## src/rtl/instr_fetch.sv

```systemverilog
// ============================================================================
//  Module   : instr_fetch
//  Purpose  : PC owner and IF/ID register with valid/ready, stall and redirect
//  Revision : 1.0
// ============================================================================
`default_nettype none

module instr_fetch #(
   parameter int unsigned          PC_WIDTH    = 8,
   parameter int unsigned          INSTR_WIDTH = 32,
   parameter logic [PC_WIDTH-1:0]  RESET_PC    = '0
) (
   input  logic                   sysclk,
   input  logic                   rst,
   output logic [PC_WIDTH-1:0]    imem_addr,
   input  logic [INSTR_WIDTH-1:0] imem_instr,
   input  logic                   redirect_valid,
   input  logic [PC_WIDTH-1:0]    redirect_pc,
   output logic                   out_valid,
   input  logic                   out_ready,
   output logic [INSTR_WIDTH-1:0] out_instr,
   output logic [PC_WIDTH-1:0]    out_pc,
   output logic [PC_WIDTH-1:0]    out_pc_plus4,
   output logic                   misalign_err,
   output logic [15:0]            fetch_count
);

   localparam logic [PC_WIDTH-1:0] C_PC_STEP = PC_WIDTH'(4);

   logic [PC_WIDTH-1:0]    fetch_pc_q, fetch_pc_d;
   logic                   valid_q, valid_d;
   logic [INSTR_WIDTH-1:0] instr_q, instr_d;
   logic [PC_WIDTH-1:0]    pc_q, pc_d;
   logic                   misalign_q, misalign_d;
   logic [15:0]            count_q, count_d;
   logic                   xfer;

   assign xfer = valid_q && out_ready;

   always_comb begin
      fetch_pc_d = fetch_pc_q;
      valid_d    = valid_q;
      instr_d    = instr_q;
      pc_d       = pc_q;
      misalign_d = misalign_q;
      count_d    = count_q + {15'd0, xfer};
      // Redirect flushes the output register even when decode takes it this cycle.
      if (redirect_valid) begin
         fetch_pc_d = {redirect_pc[PC_WIDTH-1:2], 2'b00};
         valid_d    = 1'b0;
         if (redirect_pc[1:0] != 2'b00) begin
            misalign_d = 1'b1;
         end
      end else if (!valid_q || out_ready) begin
         instr_d    = imem_instr;
         pc_d       = fetch_pc_q;
         valid_d    = 1'b1;
         fetch_pc_d = fetch_pc_q + C_PC_STEP;
      end
   end

   always_ff @(posedge sysclk) begin
      if (rst) begin
         fetch_pc_q <= RESET_PC;
         valid_q    <= 1'b0;
         instr_q    <= '0;
         pc_q       <= '0;
         misalign_q <= 1'b0;
         count_q    <= '0;
      end else begin
         fetch_pc_q <= fetch_pc_d;
         valid_q    <= valid_d;
         instr_q    <= instr_d;
         pc_q       <= pc_d;
         misalign_q <= misalign_d;
         count_q    <= count_d;
      end
   end

   assign imem_addr    = fetch_pc_q;
   assign out_valid    = valid_q;
   assign out_instr    = instr_q;
   assign out_pc       = pc_q;
   assign out_pc_plus4 = pc_q + C_PC_STEP;
   assign misalign_err = misalign_q;
   assign fetch_count  = count_q;

endmodule

`default_nettype wire

```

## config.mk

```make
export PLATFORM = sky130hd
export DESIGN_NAME = instr_fetch
export DESIGN_NICKNAME = d
export VERILOG_FILES = /design/src/rtl/instr_fetch.sv
export SDC_FILE = /design/constraint.sdc
export NUM_CORES = 1
export LEC_CHECK = 0
export CAP_MARGIN = 20
export CELL_PAD_IN_SITES_DETAIL_PLACEMENT = 2
export CELL_PAD_IN_SITES_GLOBAL_PLACEMENT = 2
export CORE_UTILIZATION = 20
export DETAILED_ROUTE_END_ITERATION = 8
export PLACE_DENSITY_LB_ADDON = 0.1
export SYNTH_ARGS = -nofsm -noshare
export SYNTH_HDL_FRONTEND = slang
export SYNTH_SLANG_ARGS = --single-unit
```

## constraint.sdc

```tcl
create_clock -name sysclk -period 1.55 [get_ports sysclk]
set_clock_uncertainty 0.05 [all_clocks]
set_input_delay 0.2325 -clock sysclk [delete_from_list [all_inputs] [get_ports sysclk]]
set_output_delay 0.2325 -clock sysclk [all_outputs]
set_load 0.01 [all_outputs]
```

Word-level counts from Yosys, hierarchy flattened
Cells that the tools add are included.
{"block": "totals", "word_cells": 21, "ff_bits": 66, "output_inout_bits": 74, "input_bits": 44}
{"block": "op_classes", "mux": 2, "bitwise_logic": 1, "n_reduce_logical": 8, "addsub": 3}
{"operator": "adder 16 x 1 -> 16 bit", "count": 1}
{"operator": "adder 8 x 3 -> 8 bit (second input constant)", "count": 2}
{"operator": "two-way mux 8 bit", "count": 2}
{"operator": "AND reduction 2 bit", "count": 2}
{"operator": "nonzero test 2 bit", "count": 2}
{"operator": "OR reduction 2 bit", "count": 1}
{"operator": "logical AND 1 bit", "count": 1}
{"operator": "zero test 1 bit", "count": 1}
{"operator": "logical OR 1 bit", "count": 1}
{"operator": "NOT 1 bit", "count": 1}

Logic depth before layout (Yosys ltp)
{"block": "depth", "depth_word": 4, "ltp_mapped": 7, "depth_no_buf": 7}

Worst setup path after synthesis
No wires, ideal clock.
{"block": "synth_path", "kind": "register to register", "from": "register valid_q (netlist: out_valid)", "to": "register count_q[14] (netlist: fetch_count[14])", "required_time_ps": 1372, "n_path_buf": 0, "slack_ps": -149, "path_stages_with_launch": 8, "arrival_ps": 1522, "synth_period_minus_slack_ps": 1699, "setup_ps": 128, "path_cell_list": "dfxtp_1 > and2_1 > ha_1 > ha_1 > nand2_1 > nor4_2 > xnor2_1 > nor2_1"}
{"block": "synth_between", "elab_chain_len": 2}
{"element": "start, declared", "line_no": "31", "text": "logic valid_q, valid_d;"}
{"element": "start signal, assigned", "line_no": "72", "text": "valid_q <= valid_d;"}
{"element": "logical AND 1 bit", "line_no": "38", "text": "assign xfer = valid_q && out_ready;"}
{"element": "adder 16 x 1 -> 16 bit", "line_no": "46", "text": "count_d = count_q + {15'd0, xfer};"}
{"element": "end signal, assigned", "line_no": "76", "text": "count_q <= count_d;"}
{"element": "end, declared", "line_no": "35", "text": "logic [15:0] count_q, count_d;"}
Every way passes these cells.
A chain may end at the register's enable or synchronous reset.

Worst setup path in the final report
{"block": "layout_path", "from": "register pc_q[2] (netlist: out_pc[2])", "to": "output out_pc_plus4[5]"}
{"block": "layout_between", "elab_chain_len": 1}
{"element": "start, declared", "line_no": "33", "text": "logic [PC_WIDTH-1:0] pc_q, pc_d;"}
{"element": "start signal, assigned", "line_no": "74", "text": "pc_q <= pc_d;"}
{"element": "adder 8 x 3 -> 8 bit", "line_no": "84", "text": "assign out_pc_plus4 = pc_q + C_PC_STEP;"}
{"element": "end, declared", "line_no": "23", "text": "output logic [PC_WIDTH-1:0] out_pc_plus4,"}
Every way passes these cells.

==> flow_summary.toml <==
[outcome]
outcome = "completed"

[route]
antenna_left = 0
viasPerCell = 4.21
wirelength_mm = 8.48
vias = 2541
wl_per_cell_um = 14.0
drc = 0
drt-pass1-iter-count = 4
drt-initial-drc-count = 82

[yosys]
syn_area_sq_mm = 0.00256
yosys.area_share.simple = 0.246
synth_compound_area_frac = 0.106
synthCells = 306
synth.yosys.seq_area_share = 0.486
syn_avg_cell_area_sq_um = 8.35
yosys_register_bits = 62
synthMuxAreaShare = 0.0122
synth_top_family_by_area = "simple AND/OR/NAND/NOR gates"
synth_edf_count = 0
synth.distinct_cells = 31
synth_adder_area_share = 0.0245
yosysTopAreaCell = "dfxtp_1"
yosys-top-cells-area = "dfxtp_1 (49%), nand2_1 (12%), a21oi_1 (8.6%)"
ys_warn_count = 0
ys.flop_type = "dfxtp_1"
synth.top_cell.area_share = 0.486
synth-xor-area-share = 0.0685
yosysMostFrequentCell = "nand2_1"
ys_top_cells_by_count = "nand2_1 (83), dfxtp_1 (62), a21oi_1 (44)"
synthArstFlopShare = 0

[setup_path]
crit_path_top_delay_cell = "dfxtp_4"
crit_type = "flip-flop to output pin"
critPathCaptureType = "output pin"
arrival_ns = 1.26
cp_max_fo = 4
critPathMaxStageDelay_ns = 0.36
critPathLaunchType = "flip-flop"
worst_ep_required_time_ns = 1.27
worstPathCellList = "and3_4 -> buf_6 -> xor2_1 -> buf_2"

[grt]
grt_max_degree = 63
grtUsageTotal = 0.140
grt_pass1_wl_mm = 14.0
grt-ovfl-total = 0
first_global_vias = 2738
antenna_found_initial = 0

[min_path]
hold_path.class = "input port to flip-flop"

[power_and_ir_drop]
power_density_mw_per_mm2 = 953
leakage_uw = 0.00192
peakVddDrop_mv = 0.574

[sta]
final_max_slew_viol_count = 0
setup_viol_count_final = 0
max_freq_mhz = 650
hold_viol = 0
fin_crit_sh = 0.992
timing.final.ws_setup_ns = 0.0122
fin_setup_tns_ns = 0
fin_crit_ns = 1.54
rsz0062_at_grt = "true"

[clock_network]
hold_buffers = 0
cts-htree-levels = 3
numCtsBuffers = 9
cts_sinks = 62
cts_root_buf = "clkbuf_16"
clk_pin_slew_ns = 0.05
cts_tree = "built"
insertion_delay_ns = 0.33
cts_buffer_depth = 2

[floorplanning]
die_w_um = 115
start_util = 0.209
dieArea_sq_mm = 0.0132
design.core.area_sq_mm = 0.0122
num_rows = 40
pin_count = 118
die_y_um = 115

[placement]
dp_slack_ns = -0.411
gp_congestion = 0.673
portBuffers = 111
dp_hpwl_mm = 6.10

[run]
cap_violations = 0

[finish]
finalNetCount = 481
drive_gt1_frac = 0.177
area_growth_pct = 69.0
fillers = 1420
antenna_cells = 0
[cells by family after synthesis]
kind of cell / Yosys count
AOI/OAI and AO/OA: 52
xor gates and xnor gates: 20
adders and majority gates: 5
buffers and inverters: 29
DFF: 62
muxes: 3
other: 1
and+or+nand+nor: 134
[worst max-delay path, delay by kind of cell (launching register included)]
family	cells	cell delay, ns
buffers and inverters	2	0.25
xor gates and xnor gates	1	0.14
and+or+nand+nor	1	0.19
DFF	1	0.36
[routing by layer]
metal	track usage	wire, um	vias to the layer above
met2	0.235	4180	76
met4	0.0442	67	0
met1	0.153	3540	1214
met3	0.0717	694	5
met5	0	0	-
li1	-	-	1246
[flip-flops by register name, indices dropped and copies added (netlist names)]
name / flops
fetch_count: 16
imem_addr: 6
out_instr: 32
misalign_err: 1
out_pc: 6
out_valid: 1
[timing repair]
action	in CTS	in global routing
buffers inserted	0	1
endpoints found under the setup margin	36	20
cloned	0	0
hold endpoints to repair	0	0
pin swaps	1	6
resized for setup	63	21
[layout by cell type, fill, tap and decap left out, types with 3 or more instances in the layout]
| cell | count |
|---|---|
| nand4_1 | 5 |
| conb_1 | 6 |
| nand3_1 | 5 |
| nor3_1 | 3 |
| dfxtp_2 | 16 |
| xnor2_1 | 13 |
| clkbuf_16 | 9 |
| xor2_1 | 7 |
| o21a_1 | 3 |
| inv_1 | 7 |
| buf_4 | 16 |
| clkbuf_1 | 3 |
| nand3_2 | 3 |
| o21ai_0 | 4 |
| nor2_1 | 16 |
| dlymetal6s2s_1 | 10 |
| buf_2 | 5 |
| buf_12 | 4 |
| nand2_1 | 82 |
| clkdlybuf4s50_1 | 67 |
| dlygate4sd2_1 | 28 |
| nor4_2 | 3 |
| dfxtp_1 | 45 |
| a21oi_1 | 44 |
[worst paths after layout]
check / from / endpoint / slack (ns) / depth (start not counted)
setup reg to reg: out_valid$_SDFFE_PP0P_ / fetch_count[12]$_SDFF_PP0_ / 0.07 / 7
hold / removal: rst / fetch_count[12]$_SDFF_PP0_ / 0.31 / 3
setup / recovery: out_pc[2]$_SDFFE_PP0P_ / out_pc_plus4[5] / 0.01 / 4
hold reg to reg: out_instr[11]$_SDFFE_PP0P_ / out_instr[11]$_SDFFE_PP0P_ / 0.40 / 2
[stage by stage]
stage / hold WS, ns / power, uW / utilization / std cells / instance area [sq um]
2_1_floorplan: 0.318 / 1980 / - / 311 / 2600
3_3_place_gp: 0.385 / 2330 / 0.328 / 588 / 4010
3_5_place_dp: 0.401 / 2350 / 0.328 / 588 / 4010
4_1_cts: 0.322 / 4230 / 0.348 / 603 / 4260
5_1_grt: 0.332 / 4340 / 0.354 / 604 / 4320
6_report: 0.310 / 4120 / 0.354 / 604 / 4320
[where the power goes]
group | total [uW] | internal, uW | switching (uW) | leakage, uW
Clock | 1840 | 1160 | 683 | 0.000133
Sequential | 1720 | 1670 | 51.3 | 0.000516
Combinational | 552 | 309 | 244 | 0.00127
Total | 4120 | 3140 | 978 | 0.00192
[cell type report]
cell class	instances	area (sq um)	share of cell area
clock buffer	14	264	0.0611
inverter	7	26.3	0.00608
clock inverter	1	5.00	0.00116
timing repair buffer	132	1280	0.297
tap	168	210	0.0487
multi-input combinational	220	1270	0.293
sequential	62	1260	0.293
Power figures use the tool's default switching activity.
